===== src/rtl/ook_rf_modulator_pkg.sv =====
// Shared types and framing constants for the OOK RF modulator and related RF stages.
package rf_pkg;

  typedef enum logic [1:0] {
    IDLE,
    START,
    DATA,
    STOP
  } state_t;

  localparam int   FRAME_BITS  = 10;
  localparam int   DATA_BITS   = 8;
  localparam logic START_LEVEL = 1'b1;
  localparam logic STOP_LEVEL  = 1'b0;

  // Width of a counter spanning 0..div-1; never narrower than one bit.
  function automatic int baud_cnt_w(input int div);
    return (div < 2) ? 1 : $clog2(div);
  endfunction

endpackage


===== src/rtl/ook_rf_modulator_nco.sv =====
// Free-running phase accumulator; the carrier is the accumulator MSB (50% duty square wave).
module rf_nco #(
  parameter int ACC_W = 24
) (
  input  logic             CLK,
  input  logic             RST,
  input  logic [ACC_W-1:0] inc,
  output logic             carrier
);

  logic [ACC_W-1:0] acc;

  always_ff @(posedge CLK or posedge RST) begin
    if (RST) acc <= '0;
    else     acc <= acc + inc;
  end

  assign carrier = acc[ACC_W-1];

endmodule


===== src/rtl/ook_rf_modulator.sv =====
// Framed byte transmitter that keys an NCO carrier onto rf (OOK by default).
// Define OOK_RF_FSK_EN to switch to phase-continuous 2-FSK with a PHASE_INC0 space tone.
module ook_rf_modulator
  import rf_pkg::*;
#(
  parameter int             ACC_W     = 24,
  parameter logic [ACC_W-1:0] PHASE_INC = 24'd1398101,
  parameter int             BAUD_DIV  = 1000
`ifdef OOK_RF_FSK_EN
  , parameter logic [ACC_W-1:0] PHASE_INC0 = PHASE_INC >> 1
`endif
) (
  input  logic       CLK,
  input  logic       RST,
  input  logic [7:0] tx_data,
  input  logic       tx_valid,
  output logic       tx_ready,
  output logic       busy,
  output logic       rf
);

  localparam int                CNT_W     = baud_cnt_w(BAUD_DIV);
  localparam int                BIT_W     = $clog2(DATA_BITS);
  localparam logic [CNT_W-1:0]  BAUD_LAST = CNT_W'(BAUD_DIV - 1);
  localparam logic [BIT_W-1:0]  BIT_LAST  = BIT_W'(DATA_BITS - 1);

  state_t           state, state_n;
  logic [CNT_W-1:0] baud_cnt, baud_n;
  logic [BIT_W-1:0] bit_cnt, bit_n;
  logic [7:0]       shift, shift_n;
  logic             key;
  logic             accept;
  logic             period_end;
  logic [ACC_W-1:0] inc;
  logic             carrier;

  assign tx_ready   = (state == IDLE);
  assign busy       = (state != IDLE);
  assign accept     = tx_valid & tx_ready;
  assign period_end = (baud_cnt == BAUD_LAST);

  always_ff @(posedge CLK or posedge RST) begin
    if (RST) begin
      state    <= IDLE;
      baud_cnt <= '0;
      bit_cnt  <= '0;
      shift    <= '0;
    end else begin
      state    <= state_n;
      baud_cnt <= baud_n;
      bit_cnt  <= bit_n;
      shift    <= shift_n;
    end
  end

  always_comb begin
    state_n = state;
    baud_n  = baud_cnt;
    bit_n   = bit_cnt;
    shift_n = shift;
    key     = 1'b0;
    if (state != IDLE) baud_n = period_end ? '0 : baud_cnt + CNT_W'(1);
    case (state)
      IDLE: begin
        if (accept) begin
          shift_n = tx_data;
          baud_n  = '0;
          bit_n   = '0;
          state_n = START;
        end
      end
      START: begin
        key = START_LEVEL;
        if (period_end) state_n = DATA;
      end
      DATA: begin
        key = shift[7];
        if (period_end) begin
          shift_n = {shift[6:0], 1'b0};
          bit_n   = bit_cnt + BIT_W'(1);
          if (bit_cnt == BIT_LAST) state_n = STOP;
        end
      end
      STOP: begin
        key = STOP_LEVEL;
        if (period_end) state_n = IDLE;
      end
      default: state_n = IDLE;
    endcase
  end

`ifdef OOK_RF_FSK_EN
  // Tone select only changes the increment, so phase stays continuous across bit edges.
  assign inc = key ? PHASE_INC : PHASE_INC0;
`else
  assign inc = PHASE_INC;
`endif

  rf_nco #(
    .ACC_W (ACC_W)
  ) u_nco (
    .CLK     (CLK),
    .RST     (RST),
    .inc     (inc),
    .carrier (carrier)
  );

  always_ff @(posedge CLK or posedge RST) begin
    if (RST) begin
      rf <= 1'b0;
    end else begin
`ifdef OOK_RF_FSK_EN
      rf <= (state != IDLE) & carrier;
`else
      rf <= key & carrier;
`endif
    end
  end

endmodule

===== config.mk =====
export PLATFORM = sky130hd
export DESIGN_NAME = ook_rf_modulator
export DESIGN_NICKNAME = d
export VERILOG_FILES = /design/src/rtl/ook_rf_modulator_pkg.sv /design/src/rtl/ook_rf_modulator_nco.sv /design/src/rtl/ook_rf_modulator.sv
export SDC_FILE = /design/constraint.sdc
export NUM_CORES = 1
export LEC_CHECK = 0
export BUFFER_PORTS_ARGS = -buffer_cell sky130_fd_sc_hd__buf_4
export CAP_MARGIN = 0
export CORE_UTILIZATION = 45
export DETAILED_ROUTE_END_ITERATION = 8
export PLACE_DENSITY_LB_ADDON = 0.12
export REMOVE_ABC_BUFFERS = 1
export SKIP_LAST_GASP = 1
export SYNTH_ARGS = -nofsm -noshare
export SYNTH_HDL_FRONTEND = slang
export SYNTH_SLANG_ARGS = --single-unit

===== constraint.sdc =====
create_clock -name CLK -period 1.8 [get_ports CLK]
set_input_delay 0.18 -clock CLK [delete_from_list [all_inputs] [get_ports CLK]]
set_output_delay 0.18 -clock CLK [all_outputs]
set_load 0.05 [all_outputs]

==> impl_results.md <==
* Post-layout power at 3750 uW
* Most frequent cells after synthesis: sky130_fd_sc_hd__dfrtp_1 (48), sky130_fd_sc_hd__nand2_1 (22), sky130_fd_sc_hd__nor2_1 (21)
* Cell types with the largest area share after synthesis: sky130_fd_sc_hd__dfrtp_1 (46%), sky130_fd_sc_hd__xnor2_1 (4.3%), sky130_fd_sc_hd__ha_1 (3.8%)
* CP Capture Type: register
* Class of the tightest hold or removal check: in2reg
* Max cap viols at 0
* Post-synthesis instance area at 2620 um2
* Clock insertion delay at the later pin of the skew report at 0.31 ns
* Die width at 78.4 um
* Req. time, crit path at between 2 and 2.5 ns
* Critical path's largest stage delay at around 0.42 ns
* Area share of the largest cell type after synthesis at 0.458
* Maximum vdd drop at approximately 0.50 mV
* Slew of the pin with the lowest slew margin at about 0.64 ns
* Number of instances in the synthesized netlist at 266
* Last element of the critical path: u_nco.acc[16]
* Total wire length after detailed routing at 5040 um
* Post-synth EDFFs at 0
* Number of hold-slack violations in the final timing report at 0
* First drt pass iteration count at 5
* Die area at 6140 um2
* Yosys warning count at 0
* Routed via count divided by cell count at 5.43
* Total vias in the final route at 2054
* Max clock buf depth at 2
* TritonCTS Sinks at 48
* Startpoint of the worst-slack reg-to-reg timing path: u_nco.acc[0]
* Fraction of final layout cells sized beyond drive strength 1 at 0.212
* Post-synthesis area per instance at 9.86 um2
* Count of final setup violators at 0
* Number of rows in the core area at 27
* Outcome: finished, final reports clean
* Max Fanout on Critical Path at 5
* PortBufs at 13
* Diode insertion count for antenna repair at 0
* Clock tree root driver cell: sky130_fd_sc_hd__clkbuf_8
* Final cycle utilization of the critical path at 0.951
* Antenna violations before repair at 0
* Startpoint Class: register
* First-pass GRT wire length at ~9000 um
* Library cell occupying the most area in the post-synthesis netlist: sky130_fd_sc_hd__dfrtp_1
* Tmin final at ~1.7 ns
* Sequential share of the synthesized area at 0.458
* Slew margin rel. at 0.571
* Number of distinct library cells after synthesis at 48
* Arrival @ worst endpoint at 1.94 ns
* Aggregate global routing overflow at 0
* Leakage dissipation at 0.00138 uW
* Pwr/cell area at 1190 nW/um2
* Number of filler instances in the final layout at 521
* Number of max-slew violations in the final report at 0
* Total DRC errors in the routed layout at 0
* NumNets Final at 324
* Worst hold path stage count at 2
* Yosys reg bits at 48
* Cts bufs inserted at 5
* Post-CTS clock slew at the launch and capture registers of the worst setup and hold paths at 0.10 ns
* Drt wl/cell at 13.3 um
* Flip-flop cell with the highest count after synthesis: sky130_fd_sc_hd__dfrtp_1
* Area of the placeable core at 5570 um2
* Clk_skew at 0.0133 ns
* Post-route worst hold slack at roughly 0.11 ns
* Area taken by multi-input logic gates at ~1300 um2
* Share of synthesized registers carrying an async set or reset at 1.00
* Area growth from synthesis to layout at 19.6%
* Most common cell in the netlist: sky130_fd_sc_hd__dfrtp_1
* Clock tree from TritonCTS: built
* Starting Density at 0.471
* Reg-to-reg endpoint: u_nco.acc[16]
* Largest net degree at the start of global routing at 32
* Estimated wirelength of the detail-placed design at 3630 um
* Routability congestion estimate at a little under 0.8
* Worst reg2reg setup slack at 0.09 ns
* Logic depth of the worst register-to-register path at 6
* Number of antenna-violating nets in the routed design at 0
* Count of H-tree levels built during CTS at 2
* List of cells traversed by the critical path: ha_1, o211ai_1, a21boi_0, a32o_2, o31ai_2, xor2_1
* Critical Path Source: u_nco.acc[0]
* Worst path slowest cell: sky130_fd_sc_hd__dfrtp_1
* FF+latch area at 1200 um2
* Die span in y at around 80 um
* Vias in the first global route at 1931
* GRT Util Overall at 0.181
* RSZ-0062 raised after global routing: yes
* I/O pin count at 14
* Number of DRC markers after the initial detailed-route iteration at 115
* Peak Freq at 0.584 GHz
* Path type of the worst setup path: reg2reg
## critical path, delay by kind of cell (launching register included)
| kind | cells | cell delay (ns) |
|---|---|---|
| AO/OA/AOI/OAI | 4 | 0.84 |
| adder cells (fa/ha/maj) | 1 | 0.22 |
| flip-flops | 1 | 0.42 |
| XOR/XNOR | 1 | 0.16 |
## timing repair
item                       CTS  global route
gates resized for setup      1             6
buffers inserted             0             1
pin swaps                    0             3
hold endpoints to repair    29             0
setup endpoints to repair    1            15
hold buffers                 1             0
## worst min path at each step
stage,startpoint,slack (ns),end
global route,tx_valid,0.12,baud_cnt[7]
detailed placement,RST,0.32,u_nco.acc[5]
global placement,RST,0.31,u_nco.acc[4]
CTS,tx_valid,0.11,baud_cnt[7]
finish,tx_valid,0.11,baud_cnt[7]
floorplan,tx_valid,0.27,baud_cnt[7]
## where the power goes
group,internal [uW],switching [uW],total [uW]
combinational,636,792,1430
sequential,1260,116,1380
clock,559,382,942
total,2460,1290,3750
## metrics by stage
stage | std cells | setup TNS (ns) | cell area (um2) | utilization | setup WS (ns)
final | 378 | 0 | 3140 | 0.563 | 0.0881
after global placement | 368 | 0 | 2960 | 0.531 | 0.0206
after global routing | 378 | -0.0948 | 3140 | 0.563 | -0.0400
after floorplan | 255 | -6.79 | 2550 | - | -0.582
after CTS | 377 | 0 | 3110 | 0.558 | 0.00450
after detailed placement | 368 | 0 | 2960 | 0.531 | 0.00662
## layer usage
metal	vias to the layer above	GRT usage	routed length [um]
met3	9	0.0372	160
met4	0	0.0741	76
met5	-	0	0
met1	978	0.239	2490
li1	1022	-	-
met2	45	0.289	2310
## state kept, by name, indices dropped and copies added (netlist names)
name and cells:
baud_cnt 10, bit_cnt 3, rf 1, shift 8, state 2, u_nco.acc 24
## layout make-up
type,count,area share
multi-input combinational,198,0.426
tap,72,0.0287
clock buffer,5,0.0219
inverter,9,0.0108
timing repair buffer,43,0.108
clock inverter,3,0.0219
sequential,48,0.383
## cell families (layout without fill, tap and decap cells)
logic type      count (synthesis)  count (layout)  synth area share
fa+ha+maj                       8               8            0.0382
flops                          48              48             0.458
compound gates                 82              82             0.206
mux                             9               9            0.0353
xor+xnor                       21              21            0.0701
buf+inv                        20              60            0.0410
simple gates                   78              78             0.152
## placed cells by master (no fill, tap or decap), types with 3 or more instances in the layout
cell / Yosys / routed
sky130_fd_sc_hd__buf_4: 0 / 41
sky130_fd_sc_hd__nor2_1: 21 / 21
sky130_fd_sc_hd__and3_1: 5 / 5
sky130_fd_sc_hd__xnor2_1: 13 / 13
sky130_fd_sc_hd__dfrtp_1: 48 / 48
sky130_fd_sc_hd__o21bai_1: 4 / 4
sky130_fd_sc_hd__o22ai_1: 4 / 4
sky130_fd_sc_hd__mux2i_1: 7 / 7
sky130_fd_sc_hd__o21ai_1: 1 / 3
sky130_fd_sc_hd__a21oi_1: 18 / 17
sky130_fd_sc_hd__o21ai_0: 19 / 17
sky130_fd_sc_hd__o31ai_1: 6 / 5
sky130_fd_sc_hd__a21oi_2: 3 / 4
sky130_fd_sc_hd__nand2_1: 22 / 22
sky130_fd_sc_hd__nand3_1: 11 / 11
sky130_fd_sc_hd__inv_1: 9 / 8
sky130_fd_sc_hd__clkbuf_8: 1 / 5
sky130_fd_sc_hd__ha_1: 8 / 8
sky130_fd_sc_hd__a21o_1: 8 / 8
sky130_fd_sc_hd__nor3b_1: 3 / 3
sky130_fd_sc_hd__xor2_1: 8 / 8
sky130_fd_sc_hd__o21a_1: 4 / 4
(Power assumes the default switching activity.)
